### src/rtl/fpu_multiplication_function.sv
// IEEE-754 multiplier (W=32 single, W=64 double) driven by a fixed-sequence FSM with start/ready handshake.
// Optional build macro FPU_MUL_ZERO_BYPASS_EN: zero/denormal operands jump from ZERO_CHK straight to DONE.
module fpu_multiplication_function #(
  parameter int W = 32
) (
  input  logic         clk,
  input  logic         rst,
  input  logic         beg_FSM,
  input  logic         rst_FSM,
  input  logic [W-1:0] Data_MX,
  input  logic [W-1:0] Data_MY,
  input  logic [1:0]   round_mode,
  output logic         overflow_flag,
  output logic         underflow_flag,
  output logic         ready_flag,
  output logic [W-1:0] F_ieee_result
);
  localparam int EW = (W == 64) ? 11 : 8;
  localparam int FW = W - 1 - EW;
  localparam int MW = FW + 1;
  localparam int PW = 2 * MW;
  localparam int XW = EW + 2;
  localparam logic signed [XW-1:0] BIAS  = XW'((1 << (EW - 1)) - 1);
  localparam logic signed [XW-1:0] EMAX  = XW'((1 << EW) - 1);
  localparam logic signed [XW-1:0] EZERO = '0;

  typedef enum logic [2:0] {IDLE, LOAD, ZERO_CHK, MULT, NORM, ROUND, PACK, DONE} state_t;
  state_t r_state, w_next;

  logic [W-1:0]         r_x, r_y, r_result;
  logic [1:0]           r_rm;
  logic [PW-1:0]        r_prod;
  logic signed [XW-1:0] r_exp;
  logic [FW-1:0]        r_frac;
  logic                 r_ovf, r_unf, r_ready;

  logic                 w_sign, w_zero, w_inf;
  logic [EW-1:0]        w_ex, w_ey;
  logic signed [XW-1:0] w_exp_sum;
  logic [PW-1:0]        w_norm;
  logic [FW-1:0]        w_frac, w_rfrac;
  logic                 w_guard, w_sticky, w_inc, w_carry;

  assign w_sign    = r_x[W-1] ^ r_y[W-1];
  assign w_ex      = r_x[W-2:FW];
  assign w_ey      = r_y[W-2:FW];
  assign w_zero    = (w_ex == '0) | (w_ey == '0);
  assign w_inf     = (&w_ex) | (&w_ey);
  assign w_exp_sum = $signed({2'b00, w_ex}) + $signed({2'b00, w_ey}) - BIAS;

  // Bit shifted out by normalization is jammed into the LSB so sticky stays exact.
  assign w_norm   = r_prod[PW-1] ? {1'b0, r_prod[PW-1:2], |r_prod[1:0]} : r_prod;
  assign w_frac   = r_prod[PW-3 -: FW];
  assign w_guard  = r_prod[MW-2];
  assign w_sticky = |r_prod[MW-3:0];

  always_comb begin
    w_inc = 1'b0;
    case (r_rm)
      2'b00:   w_inc = w_guard & (w_sticky | w_frac[0]);
      2'b01:   w_inc = (w_guard | w_sticky) & ~w_sign;
      2'b10:   w_inc = (w_guard | w_sticky) & w_sign;
      default: w_inc = 1'b0;
    endcase
  end

  // Carry out of the fraction means the significand rolled over to 10.000..: fraction 0, E+1.
  assign {w_carry, w_rfrac} = {1'b0, w_frac} + (FW + 1)'(w_inc);

  always_ff @(posedge clk) begin
    if (rst) r_state <= IDLE;
    else     r_state <= w_next;
  end

  always_comb begin
    w_next = r_state;
    case (r_state)
      IDLE:     if (beg_FSM) w_next = LOAD;
      LOAD:     w_next = ZERO_CHK;
`ifdef FPU_MUL_ZERO_BYPASS_EN
      ZERO_CHK: w_next = w_zero ? DONE : MULT;
`else
      ZERO_CHK: w_next = MULT;
`endif
      MULT:     w_next = NORM;
      NORM:     w_next = ROUND;
      ROUND:    w_next = PACK;
      PACK:     w_next = DONE;
      DONE:     w_next = DONE;
      default:  w_next = IDLE;
    endcase
    if (rst_FSM) w_next = IDLE;
  end

  always_ff @(posedge clk) begin
    if (rst) begin
      r_x      <= '0;
      r_y      <= '0;
      r_rm     <= '0;
      r_prod   <= '0;
      r_exp    <= '0;
      r_frac   <= '0;
      r_result <= '0;
      r_ovf    <= 1'b0;
      r_unf    <= 1'b0;
      r_ready  <= 1'b0;
    end else begin
      // PACK raises ready alongside the result; DONE holds it (and raises it on the bypass path).
      r_ready <= ~rst_FSM & ((r_state == PACK) | (r_state == DONE));
      if (!rst_FSM) begin
        case (r_state)
          LOAD: begin
            r_x   <= Data_MX;
            r_y   <= Data_MY;
            r_rm  <= round_mode;
            r_ovf <= 1'b0;
            r_unf <= 1'b0;
          end
          ZERO_CHK: begin
`ifdef FPU_MUL_ZERO_BYPASS_EN
            if (w_zero) r_result <= {w_sign, {(W-1){1'b0}}};
`endif
          end
          MULT: begin
            r_prod <= PW'({1'b1, r_x[FW-1:0]}) * PW'({1'b1, r_y[FW-1:0]});
            r_exp  <= w_exp_sum;
          end
          NORM: begin
            r_prod <= w_norm;
            r_exp  <= r_exp + $signed({{(XW-1){1'b0}}, r_prod[PW-1]});
          end
          ROUND: begin
            r_frac <= w_carry ? '0 : w_rfrac;
            r_exp  <= r_exp + $signed({{(XW-1){1'b0}}, w_carry});
          end
          PACK: begin
            if (w_zero) begin
              r_result <= {w_sign, {(W-1){1'b0}}};
            end else if (w_inf || (r_exp >= EMAX)) begin
              r_result <= {w_sign, {EW{1'b1}}, {FW{1'b0}}};
              r_ovf    <= 1'b1;
            end else if (r_exp <= EZERO) begin
              r_result <= {w_sign, {(W-1){1'b0}}};
              r_unf    <= 1'b1;
            end else begin
              r_result <= {w_sign, r_exp[EW-1:0], r_frac};
            end
          end
          default: ;
        endcase
      end
    end
  end

  assign overflow_flag  = r_ovf;
  assign underflow_flag = r_unf;
  assign ready_flag     = r_ready;
  assign F_ieee_result  = r_result;
endmodule

### config.mk
export PLATFORM = sky130hd
export DESIGN_NAME = fpu_multiplication_function
export DESIGN_NICKNAME = d
export VERILOG_FILES = /design/src/rtl/fpu_multiplication_function.sv
export SDC_FILE = /design/constraint.sdc
export NUM_CORES = 2
export LEC_CHECK = 0
export CAP_MARGIN = 20
export CORE_AREA = 4 4 265 267
export DETAILED_ROUTE_END_ITERATION = 6
export DIE_AREA = 0 0 269 271
export SLEW_MARGIN = 20
export SYNTH_ARGS = -nofsm -noshare
export SYNTH_HDL_FRONTEND = slang
export SYNTH_SLANG_ARGS = --single-unit
### constraint.sdc
create_clock -name clk -period 6.3 [get_ports clk]
set_input_delay 0.63 -clock clk [delete_from_list [all_inputs] [get_ports clk]]
set_output_delay 0.63 -clock clk [all_outputs]
set_load 0.1 [all_outputs]
==> flow_summary.ini <==
[run_status]
status = finished with violations
violations = negative setup slack

[run]
drv_cap = 0

[sta]
max_slew_margin = 0.324
finalSetupTns_ns = -4.77
final.min_clock_period_ns = 6.61
setup_viol = 27
drv_slew = 0
rsz0062_at_grt = true
max_clock_freq_mhz = 151
finalHoldViolCount = 0
period_share = 1.05
tightest_slew_ns = 1.01
skew_ns = 0.0252
worst_slack_ns = -0.309

[min_path]
hp-class = flip-flop to flip-flop
hp-start = F_ieee_result[23]
hold_end = F_ieee_result[23]
worstHoldPathCells = 2

[floorplan]
dieArea_mm2 = 0.0729
io_pins = 105
die-height_um = 271
core-area_mm2 = 0.0681
die_x_um = 269
initial_core_util = 0.395
fp-row-count = 96

[cts]
cts_made_buffers = 17
cts_num_sinks = 185
clkLatencyLatePin_ns = 0.51
cts_tree = built
hold_buffers = 0
htree_levels = 4
clk_pin_slew_ns = 0.09
root_buffer = clkbuf_16
clock_path_buffers = 2

[worst_setup_path]
cp_slowest_cell = fa_1
r2r-start = r_x[19]
cp-start-kind = flip-flop
cp_top_family = adder cells
r2r-end = r_prod[46]
critPathMaxStageDelay_ns = 0.58
rr_worst_depth = 23
arrival_ns = 7.04
critPathCaptureType = flip-flop
cp.required_ns = 6.73
cp_max_fo = 7
cpMostUsedCell = fa_1
r2r_slack_ns = -0.31
crit_chain = and2_4 -> fa_1 -> fa_1 -> inv_2 -> fa_2 -> fa_1 -> inv_2 -> fa_2 -> fa_1 -> inv_1 -> fa_1 -> inv_2 -> ha_4 -> buf_4 -> nand4_1 -> or2_4 -> o22ai_4 -> nor3_4 -> a211oi_4 -> a31o_2 -> o21ai_4 -> o31ai_4 -> mux2i_1
crit_type = flip-flop to flip-flop
worst-path-buf-inv = 5

[finish]
layout.nets = 4224
syn2layout_area_growth_pct = 23.1
antenna_cells = 0
final_cell_mix = inv_1, nand2_1, fa_1
layout-drive-gt1-share = 0.175
layout_commonest_cell = inv_1

[route]
viasPerCell = 5.04
vias = 22047
drc = 0
firstDrtPassIters = 5
avgRoutedWirePerCell_um = 17.9
wirelength_um = 78300
drt_iter0_markers = 1376
ant_nets = 0

[synth]
synth_edf_count = 0
avgSynthCellArea_um2 = 8.46
synth_seq_area_share = 0.138
yosysUniqueCellTypes = 80
synth_area_mm2 = 0.0269
ys_warn_count = 0
ys_async_sr_fraction = 0
ys_ff_latch = 185
postSynthNetCount = 3928
ys.flop_type = dfxtp_1
syn_inst = 3180

[grt]
overflow = 0
grt_start_max_net_pins = 117
grtUsageMet1 = 0.280
grt_pass1_vias = 23495
grt_use_met3 = 0.0409
gr-max-usage-layer = met2
grt_usage = 0.222
grt_antenna_before_repair = 5
grt_pass1_wl_um = 126000
use_met2 = 0.387

[placed_design]
post-dp-hpwl_um = 62800
place_congestion = 0.875
io_buffers = 104

[pwr]
p_leak_nw = 15.3
ir_drop_mv = 0.156
pwr_density_cell_mw_per_mm2 = 84.3
p_clk_frac = 0.444
p_switching_mw = 0.888
finalPower_mw = 2.79
combPwrFrac = 0.129
p_sw_frac = 0.318
p_int_mw = 1.90
pwr-share-seq = 0.427
per-layer routing:
| layer | wire [um] | up-vias |
|---|---|---|
| li1 | - | 10375 |
| met1 | 33400 | 11058 |
| met2 | 38800 | 479 |
| met3 | 3850 | 131 |
| met4 | 2250 | 4 |
| met5 | 23 | - |
state kept, by name, indices dropped and copies added, names as in the netlist:
| signal | flops |
|---|---|
| r_prod | 48 |
| F_ieee_result | 32 |
| r_x | 32 |
| r_y | 32 |
| r_frac | 23 |
| r_exp | 10 |
| r_state | 3 |
| r_rm | 2 |
| overflow_flag | 1 |
| ready_flag | 1 |
| underflow_flag | 1 |
worst reg2reg max path, stage by stage, from the launching register on:
cell and delay (ns):
dfxtp_4 0.40, and2_4 0.18, fa_1 0.51, fa_1 0.58, inv_2 0.05, fa_2 0.46
fa_1 0.53, inv_2 0.04, fa_2 0.46, fa_1 0.56, inv_1 0.07, fa_1 0.50
inv_2 0.05, ha_4 0.27, buf_4 0.10, nand4_1 0.13, or2_4 0.27, o22ai_4 0.19
nor3_4 0.08, a211oi_4 0.37, a31o_2 0.26, o21ai_4 0.09, o31ai_4 0.19, mux2i_1 0.21
worst max-delay path by stage:
stage,slack (ns),depth (start not counted),from,endpoint
floorplan,-0.09,25,r_x[14],r_prod[44]
global placement,-0.49,23,r_x[8],r_prod[47]
detailed placement,-0.51,23,r_x[8],r_prod[47]
CTS,-0.30,23,r_x[5],r_prod[46]
global route,-0.56,22,r_x[7],r_prod[44]
finish,-0.31,23,r_x[19],r_prod[46]
through the flow:
step / cells / setup WS, ns / cell area [um2] / hold WS (ns) / util
finish: 4371 / -0.309 / 33100 / 0.456 / 0.486
global route: 4371 / -0.562 / 33100 / 0.486 / 0.486
CTS: 4330 / -0.299 / 32300 / 0.458 / 0.475
detailed placement: 4277 / -0.512 / 30900 / 0.446 / 0.454
global placement: 4277 / -0.487 / 30900 / 0.445 / 0.454
floorplan: 3180 / -0.0875 / 27400 / 0.442 / -
cell type report:
class                   count  area, um2
flip-flops and latches    185       3830
clock inverters            15        233
repair buffers            454       4130
fillers                  6508      35000
clock buffers              17        425
multi-input cells        2218      21100
inverters                 600       2280
well taps                 882       1100
power by group through the flow:
stage	clock network, mW	registers, mW	logic (mW)
2_1_floorplan	0	1.22	0.169
3_3_place_gp	0	1.23	0.325
6_report	1.24	1.19	0.360
3_5_place_dp	0	1.23	0.325
4_1_cts	1.28	1.19	0.341
5_1_grt	1.31	1.19	0.395
cells by family (layout without fill, tap and decap cells):
family | Yosys count | count (layout) | synth area share
simple gates | 1038 | 1038 | 0.181
buf+inv | 777 | 1086 | 0.109
mux | 3 | 3 | 0.00112
fa+ha+maj | 678 | 678 | 0.450
flops | 185 | 185 | 0.138
xor+xnor | 68 | 68 | 0.0221
compound gates | 431 | 431 | 0.0990
synth_stat cells (3+ instances only):
cell type | instances | area [um2]
or4_1 | 3 | 22.5
inv_1 | 596 | 2240
a22oi_1 | 31 | 233
clkinv_1 | 3 | 11.3
buf_2 | 14 | 70.1
dfxtp_1 | 185 | 3700
nor2b_1 | 13 | 81.3
xnor2_1 | 39 | 342
xor2_1 | 29 | 254
or2_2 | 3 | 18.8
o22ai_1 | 5 | 31.3
or3_1 | 8 | 50.1
o21ai_1 | 3 | 15.0
nor3_1 | 32 | 160
clkbuf_1 | 159 | 597
a21o_1 | 27 | 203
nand4_1 | 16 | 100
a21oi_2 | 3 | 26.3
nor3b_1 | 3 | 22.5
ha_1 | 195 | 2440
fa_1 | 483 | 9670
a211oi_1 | 22 | 165
nor4_1 | 16 | 100
nand2_1 | 477 | 1790
a31oi_1 | 10 | 62.6
and2_1 | 244 | 1530
a21oi_1 | 198 | 991
and3_1 | 16 | 100
o21ai_0 | 70 | 350
o41ai_1 | 3 | 26.3
mux2i_1 | 3 | 30.0
buf_1 | 3 | 11.3
nand2b_1 | 5 | 31.3
a311oi_1 | 9 | 78.8
o21bai_1 | 9 | 67.6
nor2_1 | 162 | 608
nand3_1 | 28 | 140
a31o_2 | 4 | 35.0
repair_timing:
action / CTS / global route
pin swaps: 69 / 75
setup endpoints to repair: 30 / 35
buffers inserted: 20 / 41
resized for setup: 143 / 120
gates cloned: 1 / 0
(Power assumes the default switching activity.)
